--- config.mk ---
export PLATFORM = sky130hd
export DESIGN_NAME = pipe_ctrl
export DESIGN_NICKNAME = d
export VERILOG_FILES = /design/src/rtl/pipe_ctrl.sv
export SDC_FILE = /design/constraint.sdc
export NUM_CORES = 1
export LEC_CHECK = 0
export ABC_CLOCK_PERIOD_IN_PS = 1860
export CORE_MARGIN = 2
export CORE_UTILIZATION = 49
export CTS_CLUSTER_DIAMETER = 40
export DETAILED_ROUTE_END_ITERATION = 10
export PLACE_DENSITY = 0.8
export SKIP_CTS_REPAIR_TIMING = 1
export SLEW_MARGIN = 15
export SYNTH_ARGS = -nofsm -noshare
export SYNTH_HDL_FRONTEND = slang
export SYNTH_SLANG_ARGS = --single-unit
--- constraint.sdc ---
create_clock -name clk -period 1.86 [get_ports clk]
set_input_delay 0.372 -clock clk [delete_from_list [all_inputs] [get_ports clk]]
set_output_delay 0.372 -clock clk [all_outputs]
set_load 0.01 [all_outputs]
--- src/rtl/pipe_ctrl.sv ---
// Pipeline hazard controller: stall vector, one-cycle flush with redirect PC, multi-cycle EX and MEM wait.
// Optional MEM_WAIT watchdog is built when PIPE_CTRL_TIMEOUT_EN is defined.
//
// state    | meaning
// IDLE     | no multi-cycle hazard active; arbitrates incoming requests
// EX_BUSY  | multi-cycle EX op running, counting down remaining stall cycles
// MEM_WAIT | data access outstanding, waiting for mem_ready
// FLUSH    | one-cycle flush pulse, new_pc valid
module pipe_ctrl #(
    parameter int          EX_CNT_W    = 5,
    parameter int          MEM_TIMEOUT = 64,
    parameter logic [31:0] EXC_VECTOR  = 32'hBFC00380
) (
    input  logic                clk,
    input  logic                rst,
    input  logic                stallreq_id,
    input  logic                ex_multi_start,
    input  logic [EX_CNT_W-1:0] ex_multi_cycles,
    input  logic                mem_req,
    input  logic                mem_ready,
    input  logic                flush_req,
    input  logic [31:0]         flush_pc,
    output logic [5:0]          stall,
    output logic                flush,
    output logic [31:0]         new_pc,
    output logic [1:0]          ctrl_state,
    output logic                timeout_err
);

    typedef enum logic [1:0] {
        IDLE     = 2'd0,
        EX_BUSY  = 2'd1,
        MEM_WAIT = 2'd2,
        FLUSH    = 2'd3
    } state_t;

    localparam logic [5:0] STALL_NONE = 6'b000000;
    localparam logic [5:0] STALL_ID   = 6'b000111;
    localparam logic [5:0] STALL_EX   = 6'b001111;
    localparam logic [5:0] STALL_MEM  = 6'b011111;

    state_t                state_q, state_nxt;
    logic [EX_CNT_W-1:0]   cnt_q, cnt_nxt;
    logic                  pend_q, pend_nxt;
    logic [31:0]           pend_pc_q, pend_pc_nxt;
    logic [31:0]           new_pc_q, new_pc_nxt;
    logic [5:0]            stall_fsm;
    logic [EX_CNT_W-1:0]   ex_len;
    logic                  tmo_hit;

    // A zero-length op still costs one stall cycle.
    assign ex_len = (ex_multi_cycles == '0) ? EX_CNT_W'(1) : ex_multi_cycles;

`ifdef PIPE_CTRL_TIMEOUT_EN
    localparam int TMO_W = $clog2(MEM_TIMEOUT + 1);

    logic [TMO_W-1:0] tmo_q;
    logic             to_q;

    // Reloaded every IDLE cycle so it counts from the MEM stall issued in IDLE.
    always_ff @(posedge clk or negedge rst) begin
        if (!rst) begin
            tmo_q <= '0;
        end else if (state_q == IDLE) begin
            tmo_q <= TMO_W'(MEM_TIMEOUT - 1);
        end else if (state_q == MEM_WAIT && tmo_q != '0) begin
            tmo_q <= tmo_q - TMO_W'(1);
        end
    end

    assign tmo_hit = (state_q == MEM_WAIT) && !mem_ready && (tmo_q <= TMO_W'(1));

    always_ff @(posedge clk or negedge rst) begin
        if (!rst) begin
            to_q <= 1'b0;
        end else if (tmo_hit) begin
            to_q <= 1'b1;
        end
    end

    assign timeout_err = to_q;
`else
    logic unused_cfg;
    assign unused_cfg  = ^{EXC_VECTOR, 32'(MEM_TIMEOUT)};
    assign tmo_hit     = 1'b0;
    assign timeout_err = 1'b0;
`endif

    always_ff @(posedge clk or negedge rst) begin
        if (!rst) begin
            state_q   <= IDLE;
            cnt_q     <= '0;
            pend_q    <= 1'b0;
            pend_pc_q <= '0;
            new_pc_q  <= '0;
        end else begin
            state_q   <= state_nxt;
            cnt_q     <= cnt_nxt;
            pend_q    <= pend_nxt;
            pend_pc_q <= pend_pc_nxt;
            new_pc_q  <= new_pc_nxt;
        end
    end

    always_comb begin
        state_nxt   = state_q;
        cnt_nxt     = cnt_q;
        pend_nxt    = pend_q;
        pend_pc_nxt = pend_pc_q;
        new_pc_nxt  = new_pc_q;
        stall_fsm   = STALL_NONE;
        case (state_q)
            IDLE: begin
                if (flush_req) begin
                    state_nxt  = FLUSH;
                    new_pc_nxt = flush_pc;
                end else if (mem_req && !mem_ready) begin
                    stall_fsm = STALL_MEM;
                    state_nxt = MEM_WAIT;
                end else if (ex_multi_start) begin
                    stall_fsm = STALL_EX;
                    cnt_nxt   = ex_len - EX_CNT_W'(1);
                    if (ex_len != EX_CNT_W'(1)) begin
                        state_nxt = EX_BUSY;
                    end
                end else if (stallreq_id) begin
                    stall_fsm = STALL_ID;
                end
            end
            EX_BUSY: begin
                if (flush_req) begin
                    cnt_nxt    = '0;
                    state_nxt  = FLUSH;
                    new_pc_nxt = flush_pc;
                end else begin
                    stall_fsm = STALL_EX;
                    cnt_nxt   = cnt_q - EX_CNT_W'(1);
                    if (cnt_q <= EX_CNT_W'(1)) begin
                        cnt_nxt   = '0;
                        state_nxt = IDLE;
                    end
                end
            end
            MEM_WAIT: begin
                if (mem_ready) begin
                    pend_nxt = 1'b0;
                    if (flush_req) begin
                        state_nxt  = FLUSH;
                        new_pc_nxt = flush_pc;
                    end else if (pend_q) begin
                        state_nxt  = FLUSH;
                        new_pc_nxt = pend_pc_q;
                    end else begin
                        state_nxt = IDLE;
                    end
                end else if (tmo_hit) begin
                    // Watchdog redirect supersedes any flush that was waiting on this access.
                    stall_fsm  = STALL_MEM;
                    pend_nxt   = 1'b0;
                    state_nxt  = FLUSH;
                    new_pc_nxt = EXC_VECTOR;
                end else begin
                    stall_fsm = STALL_MEM;
                    if (flush_req) begin
                        pend_nxt    = 1'b1;
                        pend_pc_nxt = flush_pc;
                    end
                end
            end
            FLUSH: begin
                state_nxt = IDLE;
            end
            default: begin
                state_nxt = IDLE;
            end
        endcase
    end

    assign stall      = rst ? stall_fsm : STALL_NONE;
    assign flush      = (state_q == FLUSH);
    assign new_pc     = new_pc_q;
    assign ctrl_state = state_q;

endmodule

Yosys cells after proc, flatten, opt, wreduce, memory -nomap -nowiden. Index checks and enable logic that the tools add are counted.

Flip-flop bits (word level): 72. Input port bits: 44. Word-level logic and storage cells: 67.

$add $sub $neg: 2. Magnitude comparators: 1. Equal/unequal tests: 13. Muxes and demuxes: 32. Bitwise operators: 1. Reduce and logical (&&, ||, !) cells: 13.

Operators with widths (count): 2-to-1 mux 32 bit (4); case mux 32 bit (2 select lines) (1); 2-to-1 mux 5 bit (9); 2-to-1 mux 2 bit (9); case mux 5 bit (3 select lines) (1); AND reduction 4 bit (3); case mux 5 bit (2 select lines) (1); subtractor 5 x 1 -> 5 bit (second input constant) (2); 2-to-1 mux 4 bit (2); inequality test 2 bit (second input constant) (4); inequality test 4 bit (second input constant) (2); case mux 2 bit (4 select lines) (1); 2-to-1 mux 6 bit (1); inequality test 3 bit (second input constant) (2); nonzero test 2 bit (3); less-or-equal comparator 5 x 1 -> 1 bit (second input constant) (1); logical NOT 5 bit (1); inequality test 5 x 1 -> 1 bit (second input constant) (1); == test 2 bit (second input constant) (2); 2-to-1 mux 3 bit (1); AND reduction 3 bit (1); == test 2 x 1 -> 1 bit (second input constant) (1); logical NOT 2 bit (1); 2-to-1 mux 1 bit (2); 6 further kinds (6).

Logic depth before layout (Yosys ltp). Gate-level depths: netlist of the first run.

Depth in word-level cells: 8. Depth in mapped cells: 7.

Worst setup path after synthesis of the first run. OpenSTA, ideal clock, no wires.

Kind: reg-to-output. Start: register state_q[1] (netlist: ctrl_state[1]). End: output port stall[1]. Arrival time: 1700 ps. Slack: -212 ps. Stages on the path, launching flop included: 7. Buffers on the path: 3. Cell sequence: dfrtp_1 > buf_4 > clkbuf_1 > o21bai_1 > o21a_1 > a21boi_0 > buf_4.

Longest elaborated chain between the ends: 3. Elaborated cells on any way between the ends: 5. Classes of those cells: eq/ne: 2; mux: 2; reduce/logical: 1.

RTL lines: from (decl) (RTL line 42) `state_t state_q, state_nxt;`; from (signal assigned) (RTL line 97) `state_q <= state_nxt;`; == test 2 bit (tied with other cells) (RTL line 112) `case (state_q)`; case mux 5 bit (3 select lines) * (RTL line 112); 2-to-1 mux 6 bit * (RTL line 179) `assign stall = rst ? stall_fsm : STALL_NONE;`; to (decl) (RTL line 23) `output logic [5:0] stall,`.

Every way passes the cells marked *; elsewhere a longest branch is shown, timed or not.

Worst setup path after layout of the first run. Ends and elaborated chain as after synthesis.

==> results of run 1 <==
[report_power, final]
part	switching (mW)	leakage [nW]	total (mW)	internal, mW
Clock	0.580	0.0831	1.07	0.489
Combinational	1.55	1.13	3.48	1.93
Sequential	0.449	0.835	2.81	2.36
[worst max-delay path: cells and delay by family, from the launching register on]
family / cells / cell delay (ns)
buffers and inverters: 2 / 0.30
AND/OR/NAND/NOR: 1 / 0.11
flip-flops: 1 / 0.41
AO/OA/AOI/OAI: 3 / 0.38
[stage by stage]
stage / TNS, ns / setup WS, ns
floorplan: 0 / 0.01956
global placement: -4.857 / -0.4585
detailed placement: -6.735 / -0.5540
CTS: -2.795 / -0.5588
global route: -0.3427 / -0.1149
finish: -0.1251 / -0.04856
[synthesized netlist by cell type (2+ instances only)]
| library cell | n |
|---|---|
| nand2b_1 | 5 |
| a21oi_1 | 38 |
| mux2_2 | 32 |
| clkbuf_1 | 8 |
| nor3_1 | 4 |
| a32oi_1 | 2 |
| nor3b_1 | 3 |
| nand2_1 | 7 |
| o21ai_0 | 7 |
| nor2_1 | 38 |
| mux2i_1 | 32 |
| buf_6 | 3 |
| dfrtp_1 | 72 |
| mux2_1 | 2 |
| o22ai_1 | 2 |
| o31ai_1 | 2 |
| buf_4 | 9 |
| and2_1 | 2 |
| o21bai_1 | 2 |
| ha_1 | 4 |
| nor2b_1 | 3 |
| inv_1 | 6 |
[per-layer routing]
metal | up-vias | track usage (%)
met5 | - | 0
met3 | 10 | 4.171
met4 | 0 | 6.853
li1 | 1248 | -
met1 | 1280 | 26.89
met2 | 56 | 34.09
[flip-flops by register name, indices dropped and copies added, names as in the netlist]
signal / cells
cnt_q: 5
ctrl_state: 2
new_pc: 32
pend_pc_q: 32
pend_q: 1
[kinds of logic (layout without fill, tap and decap cells)]
group,after synthesis,after routing,synth area share (%)
buf+inv,26,133,4.522
simple gates,69,69,9.412
xor+xnor,2,2,0.5148
other cells,1,2,0.1102
mux,66,66,20.66
compound gates,62,62,10.37
flops,72,72,52.94
fa+ha+maj,4,4,1.471
[area by class of cell]
cell class | count | share of cell area, %
clock inverter | 6 | 0.9004
clock buffer | 10 | 2.701
inverter | 6 | 0.4767
sequential | 72 | 38.14
tap | 80 | 2.119
timing repair buffer | 111 | 23.76
multi-input combinational | 205 | 31.91
[cells in the final DEF (no fill, tap or decap), types with 3 or more instances in the layout]
cell type,n
a21oi_1,37
buf_12,6
buf_2,3
buf_4,20
buf_6,3
clkbuf_8,9
clkdlybuf4s50_1,71
dfrtp_1,72
dlymetal6s2s_1,7
ha_1,4
inv_1,6
mux2_2,32
mux2i_1,32
nand2_1,7
nand2b_1,5
nor2_1,37
nor3_1,3
nor3b_1,3
o21ai_0,6
[final timing paths]
path                          startpoint             to  slack, ns  depth (start not counted)
max                        ctrl_state[1]       stall[1]      -0.05                          6
max in group asynchronous            rst  pend_pc_q[12]       0.88                          3
min reg2reg                pend_pc_q[30]  pend_pc_q[30]       0.50                          1
min in group clk               mem_ready         pend_q       0.41                          3
min                                  rst   pend_pc_q[7]       0.13                          2
max reg2reg                ctrl_state[0]  pend_pc_q[23]       0.14                          6
==> impl_metrics.tcl, run 1 <==
set metrics [dict create \
    syn_area_um2 3403 \
    viasPerCell 5.294 \
    cts_max_level 3 \
    fillers 492 \
    fin_crit_sh_pct 102.6 \
    async_flop_share_pct 100.0 \
    fin_cells 490 \
    yosysTopAreaCell "dfrtp_1" \
    placed_area_um2 4492 \
    detail_route.wirelength_um 7243 \
    worstSetupPathType "reg -> out" \
    coreArea_um2 6756 \
    syn_area_per_cell_um2 11.27 \
    synth_largest_type_area_fraction_pct 52.94 \
    n_antenna_cell 0 \
    clock_path_buffers 2 \
    failed_checks "negative setup slack" \
    numPortBuffers 83 \
    rsz0062_at_grt "true" \
    initial_core_util_pct 50.37 \
    area_growth_pct 38.82 \
    num_io_pins 86 \
    grt_overflow 0 \
    ant_nets 0 \
    seqCellArea_um2 1802 \
    clk_pin_slew_ns 0.08 \
    grt_use_total_pct 20.53 \
    final_nets 453 \
    powerDensity_nw_per_um2 1559 \
    drive_gt1_share_pct 21.95 \
    final_hold_viol_count 0 \
    drt_iter0_drc 117 \
    crit_fanout 3 \
    setup_violations 3 \
    gp_congestion 0.8832 \
    drc_errors 0 \
    synth_seq_cells 72 \
    synthCells 302 \
    max_cap_violations 0 \
    maxUsedRoutingLayer "met4" \
    antenna_found_initial 0 \
    whs_ns 0.1265 \
    total_power_mw 7.363 \
    leakagePower_nw 2.044 \
    design_area_um2 4725 \
    ys_seq_area_share_pct 52.94 \
    grt_max_degree 41 \
    final_core_util_pct 69.93 \
    period_minus_slack_ns 1.909 \
    critPathLaunchType "flip-flop" \
    ys_warn_count 0 \
    synth.distinct_cells 41 \
    slowest_delay_ns 0.41 \
    cp.arrival_ns 1.54 \
    cp_cell_sequence "buf_6 > nor2_4 > o21ai_2 > o21a_1 > a21boi_2 > buf_2" \
    clk_latency_ns 0.32 \
    die_x_um 87.34 \
    cts_root_buf "clkbuf_8" \
    dr_wl_met2_um 3637 \
    cts_tree "yes" \
    fmax_mhz 524.0 \
    cts.sinks 72 \
    dp.cells 472 \
    die_h_um 87.34 \
    synth_ff_type "dfrtp_1" \
    worst_pin_slew_ns 0.5039 \
    dp_hpwl_um 5113 \
    grt_pass1_wl_um 12480 \
    wl_met1_um 3237 \
    met3_length_um 264 \
    relSlewSlack_pct 66.41 \
    multiInputGateArea_um2 1508 \
    drtPass1Iterations 4 \
    cp.required_ns 1.49 \
    numCtsBuffers 9 \
    setup_ws_ns -0.04856 \
    hp-class "in -> async" \
    slew_viol_final 0 \
    wire_per_inst_um 14.78 \
    ir_worst_vdd_mv 0.7986 \
    synth_edf_count 0 \
    end_kind "primary output" \
    yosys-top-cells-area "dfrtp_1 53%, mux2_2 11%, mux2i_1 9.4%" \
    rows 30 \
    grt_pass1_vias 2777 \
    vias 2594 \
    critPathSlowestCell "dfrtp_1" \
    fin_skew_ns 0.009499 \
    die_area_um2 7628 \
    status "complete, but fails checks" \
]
Note: power is estimated with default switching activity, not from simulation.
==> run 2: changes to the inputs <==
- ABC_AREA: not set -> 1
- CORE_UTILIZATION: 49 -> 50
- HOLD_SLACK_MARGIN: not set -> 0.03
==> run 2 against run 1 <==
  * The run still ends with negative setup slack left
  * Utilization is 2.8 points higher
  * Via count is 27% higher
  * Cell count is 39% higher
  * Maximum frequency is 2.8% lower
  * Sequential share of layout area is 2.2 points lower
  * Highest routed layer unchanged
==> impl_metrics.tcl, run 2 <==
set metrics [dict create \
    status "complete, but fails checks" \
    rows 30 \
    ys_warn_count 0 \
    failed_checks "negative setup slack" \
    max_cap_violations 0 \
    cts_root_buf "clkbuf_8" \
    cp_cell_sequence "buf_6 > nor2_4 > inv_2 > nor2_4 > nand4_1 > o21ai_2 > dlymetal6s2s_1" \
    grt_pass1_wl_um 13510 \
    async_flop_share_pct 100.0 \
    drc_errors 0 \
    wire_per_inst_um 12.16 \
    period_minus_slack_ns 1.963 \
    synth.distinct_cells 22 \
    final_hold_viol_count 0 \
    intPower_mw 5.197 \
    grt_pass1_vias 3155 \
    cts.sinks 72 \
    synth_seq_cells 72 \
    clock_path_buffers 2 \
    powerDensity_nw_per_um2 1629 \
    clockPowerShare_pct 19.6 \
    synthMostInstantiatedCell "nand2_1" \
    coreArea_um2 6907 \
    path_buf_inv 3 \
    ys_seq_area_share_pct 49.86 \
    synth_commonest_cells "155 x nand2_1, 72 x dfrtp_1, 56 x nor2_1, 53 x inv_1, 42 x o21ai_0" \
    end_kind "primary output" \
    cp.required_ns 1.49 \
    final_core_util_pct 72.74 \
    layout_common_cells "153 x nand2_1, 73 x clkdlybuf4s50_1, 71 x dfrtp_1" \
    leakagePower_nw 2.683 \
    cp.arrival_ns 1.59 \
    die_h_um 89.01 \
    slowest_delay_ns 0.42 \
    crit_fanout 3 \
    drtPass1Iterations 4 \
    final_nets 630 \
    grt_use_total_pct 22.08 \
    path_delay_family "flip-flops" \
    p_sw_mw 2.987 \
    crit_top_cell "nor2_4" \
    area_growth_pct 39.02 \
    worst_pin_slew_ns 0.8962 \
    synthCells 478 \
    clk_latency_ns 0.35 \
    critPathSlowestCell "dfrtp_1" \
    cts_tree "yes" \
    r2r_slack_ns 0.21 \
    relSlewSlack_pct 40.25 \
    slew_viol_final 0 \
    timing.rr.start "ctrl_state[1]" \
    rr_endpoint "new_pc[8]" \
    final_common_cell "nand2_1" \
    gp_congestion 0.8945 \
    synth_ff_type "dfrtp_1" \
    grt_overflow 0 \
    initial_core_util_pct 52.32 \
    hp-class "in -> async" \
    antenna_found_initial 0 \
    syn_area_per_cell_um2 7.560 \
    cts_max_level 3 \
    n_antenna_cell 0 \
    critPathLaunchType "flip-flop" \
    yosys-top-cells-area "dfrtp_1 50%, nand2_1 16%, nor2_1 5.8%" \
    ir_worst_vdd_mv 0.6774 \
    die_area_um2 7923 \
    clk_pin_slew_ns 0.07 \
    detail_route.wirelength_um 8305 \
    worstSetupPathType "reg -> out" \
    fmax_mhz 509.4 \
    yosysTopAreaCell "dfrtp_1" \
    grt_max_degree 73 \
    drive_gt1_share_pct 12.10 \
    setup_violations 4 \
    numCtsBuffers 9 \
    seq_power_share_pct 33.1 \
    synth_edf_count 0 \
    reg2reg_depth 12 \
    syn_area_um2 3613 \
    rsz0062_at_grt "true" \
    whs_ns 0.2585 \
    ant_nets 0 \
    sw_frac_of_total_pct 36.50 \
    dp_hpwl_um 5613 \
    viasPerCell 4.816 \
    fillers 555 \
    synth_largest_type_area_fraction_pct 49.86 \
    numPortBuffers 83 \
    fin_crit_sh_pct 105.5 \
    num_io_pins 86 \
    setup_ws_ns -0.1031 \
    drt_iter0_drc 108 \
    vias 3289 \
    fin_skew_ns 0.008031 \
    combPwrFrac_pct 47.3 \
    die_x_um 89.01 \
]
[run 2: cell count changes after synthesis, sizes merged, moves of 7 or more]
cell / previous run / this run
nand2: 7 / 158
inv: 6 / 55
o21ai: 8 / 50
mux2: 34 / 0
mux2i: 32 / 0
nor2: 39 / 58
nand3: 1 / 16
buf: 12 / 22
a21oi: 39 / 32
[run 2: how the worst max path moves through the flow]
stage | from | to | cells past startpoint
2_1_floorplan | ctrl_state[0] | stall[1] | 5
3_3_place_gp | mem_req | stall[0] | 8
3_5_place_dp | mem_req | stall[2] | 8
4_1_cts | ctrl_state[0] | stall[2] | 6
5_1_grt | ctrl_state[1] | stall[2] | 8
6_report | ctrl_state[1] | stall[2] | 7
[run 2: per-layer routing]
| metal | up-vias | wire length (µm) | GRT usage (%) |
|---|---|---|---|
| li1 | 1684 | - | - |
| met1 | 1499 | 3655 | 27.02 |
| met2 | 87 | 4041 | 36.77 |
| met3 | 19 | 395 | 4.524 |
| met4 | 0 | 213 | 11.94 |
| met5 | - | 0 | 0 |
[run 2: logic make-up after synthesis]
logic type / synth area share, %
other cells: 0.1038
xor+xnor: 0.2424
fa+ha+maj: 1.385
buf+inv: 10.56
compound gates: 11.57
flops: 49.86
simple gates: 26.28
[run 2: power by group through the flow]
stage / logic (mW) / clock network [mW] / registers [mW]
final: 3.87 / 1.60 / 2.71
after global placement: 3.63 / 0 / 2.70
after global routing: 4.36 / 1.68 / 2.79
after floorplan: 1.97 / 0 / 2.85
after CTS: 3.78 / 1.64 / 2.70
after detailed placement: 3.73 / 0 / 2.73
[run 2: worst reg2reg max path: cells and delay by family, from the launching register on]
| family | cells | cell delay (ns) |
|---|---|---|
| buffers and inverters | 5 | 0.55 |
| DFF | 1 | 0.40 |
| and+or+nand+nor | 7 | 0.59 |
[run 2: final cells by class]
type	instances	area, µm²	share of cell area, %
Timing Repair Buffer	117	1154	22.96
Inverter	55	209.0	4.159
Clock buffer	11	131.4	2.615
Multi-Input combinational cell	327	1478	29.41
Sequential cell	72	1803	35.89
Clock inverter	5	128.9	2.565
Tap cell	96	120.1	2.391
[run 2: stage by stage]
stage	setup TNS (ns)	std cells	instance area, µm²	power [mW]	setup slack (ns)
final	-0.3408	683	5024	8.184	-0.1031
after global routing	-0.7171	683	5024	8.832	-0.1822
after CTS	-2.813	680	4949	8.113	-0.5528
after detailed placement	-7.821	664	4688	6.459	-0.5160
after global placement	-5.996	664	4688	6.323	-0.4569
after floorplan	0	479	3617	4.820	0.07144
==> run 3: changes to the inputs <==
- CORE_ASPECT_RATIO: not set -> 0.8
- CORE_UTILIZATION: 50 -> 55
- DONT_BUFFER_PORTS: not set -> 1
- PLACE_DENSITY: 0.8 -> 0.7
==> run 3 against run 2 <==
  * The run ends with negative hold slack, negative setup slack left
  * Critical path depth unchanged
  * Clock-buffer cell count fell by 1
  * Sequential power increased by 10%
  * Non-clock buffer count down 108
  * Total power shrank 19%
  * Global-route usage increased by 0.49 points
  * Via count decreased by 12%
  * Sequential cell count unchanged
  * Setup slack worse by 0.024 ns
  * Largest power group is now sequential cells
==> impl_metrics.tcl, run 3 (synthesis gave the netlist of run 2 again) <==
set metrics [dict create \
    drtPass1Iterations 4 \
    grt_use_total_pct 22.57 \
    cts_tree "yes" \
    failed_checks "negative hold slack, negative setup slack" \
    fin_skew_ns 0.007994 \
    rows 26 \
    layout_common_cells "154 x nand2_1, 70 x dfrtp_1, 53 x inv_1" \
    final_hold_viol_count 72 \
    leakagePower_nw 2.114 \
    clk_pin_slew_ns 0.07 \
    vias 2901 \
    design_area_um2 3861 \
    cts.sinks 72 \
    cp_cell_sequence "inv_2 > nor2_4 > nand2_4 > o21ai_2 > nor2_2 > o21ai_1 > buf_4" \
    dp_hpwl_um 4913 \
    clock_path_buffers 2 \
    reg2reg_depth 7 \
    fin_cells 562 \
    grt_overflow 0 \
    fin_setup_tns_ns -0.4017 \
    fillers 597 \
    rsz0062_at_grt "true" \
    status "complete, but fails checks" \
    clk_latency_ns 0.35 \
    fin_crit_sh_pct 106.9 \
    whs_ns -0.2879 \
    powerDensity_nw_per_um2 1712 \
    gp_congestion 0.9046 \
    end_kind "primary output" \
    final_nets 522 \
    relSlewSlack_pct 62.39 \
    critPathSlowestCell "dfrtp_2" \
    fmax_mhz 503.1 \
    drive_gt1_share_pct 8.368 \
    dp.cells 546 \
    grt_max_degree 75 \
    area_growth_pct 6.856 \
    numPortBuffers 0 \
    die_area_um2 7238 \
    placed_area_um2 3610 \
    slowest_delay_ns 0.49 \
    die_x_um 94.62 \
    cts_root_buf "clkbuf_8" \
    cp.arrival_ns 1.62 \
    die_h_um 76.50 \
    n_antenna_cell 0 \
    setup_violations 5 \
    drt_iter0_drc 114 \
    coreArea_um2 6376 \
    max_cap_violations 0 \
    critPathLaunchType "flip-flop" \
    drc_errors 0 \
    wire_per_inst_um 13.07 \
    num_io_pins 86 \
    cp.required_ns 1.49 \
    initial_core_util_pct 56.67 \
    slew_viol_final 0 \
    ant_nets 0 \
    ir_worst_vdd_mv 1.019 \
    worst_pin_slew_ns 0.5642 \
    antenna_found_initial 0 \
    cts_max_level 3 \
    hp-class "in -> async" \
    worstSetupPathType "reg -> out" \
    grt_pass1_vias 2891 \
    crit_fanout 6 \
    setup_ws_ns -0.1276 \
    detail_route.wirelength_um 7347 \
    grt_pass1_wl_um 12900 \
    viasPerCell 5.162 \
    numCtsBuffers 9 \
    period_minus_slack_ns 1.988 \
    final_common_cell "nand2_1" \
    final_core_util_pct 60.56 \
]
[run 3: layout make-up]
class	instances	area, µm²	share of cell area [%]
clock buffers	10	137.6	3.564
flip-flops and latches	72	1804	46.73
inverters	55	206.4	5.347
repair buffers	9	67.56	1.750
clock inverters	5	81.33	2.106
multi-input cells	327	1459	37.78
well taps	84	105.1	2.722
[run 3: metal layers]
metal / routed length (µm) / track usage (%) / vias up
li1: - / - / 1469
met1: 3135 / 27.08 / 1348
met2: 3498 / 36.67 / 73
met3: 611 / 9.891 / 11
met4: 101 / 6.667 / 0
met5: 0 / 0 / -
[run 3: worst max-delay path: cells and delay by family (launching register included)]
family,cells,cell delay [ns]
AOI/OAI and AO/OA,2,0.21
DFF,1,0.49
and+or+nand+nor,3,0.32
buffers and inverters,2,0.27
[run 3: worst paths after layout]
path / from / end / slack [ns]
min in group clk: flush_pc[11] / pend_pc_q[11] / 0.18
worst min-delay path: rst / cnt_q[4] / -0.29
worst max register to register: ctrl_state[1] / new_pc[23] / 0.20
worst min register to register: pend_pc_q[29] / pend_pc_q[29] / 0.49
worst max-delay path: ctrl_state[1] / stall[0] / -0.13
max in group asynchronous: rst / ctrl_state[1] / 2.01
[run 3: power by group]
part	switching, mW	internal, mW	total [mW]
logic	1.49	0.780	2.27
clock network	0.566	0.784	1.35
registers	0.653	2.33	2.99
[run 3: stage by stage]
step	power [mW]	hold slack [ns]	worst slack (ns)
2_1_floorplan	4.820	0.07641	0.07144
3_3_place_gp	5.132	0.07852	0.2597
3_5_place_dp	5.256	0.07786	0.2009
4_1_cts	6.627	-0.3018	-0.1820
5_1_grt	7.252	-0.3159	-0.1705
6_report	6.609	-0.2879	-0.1276
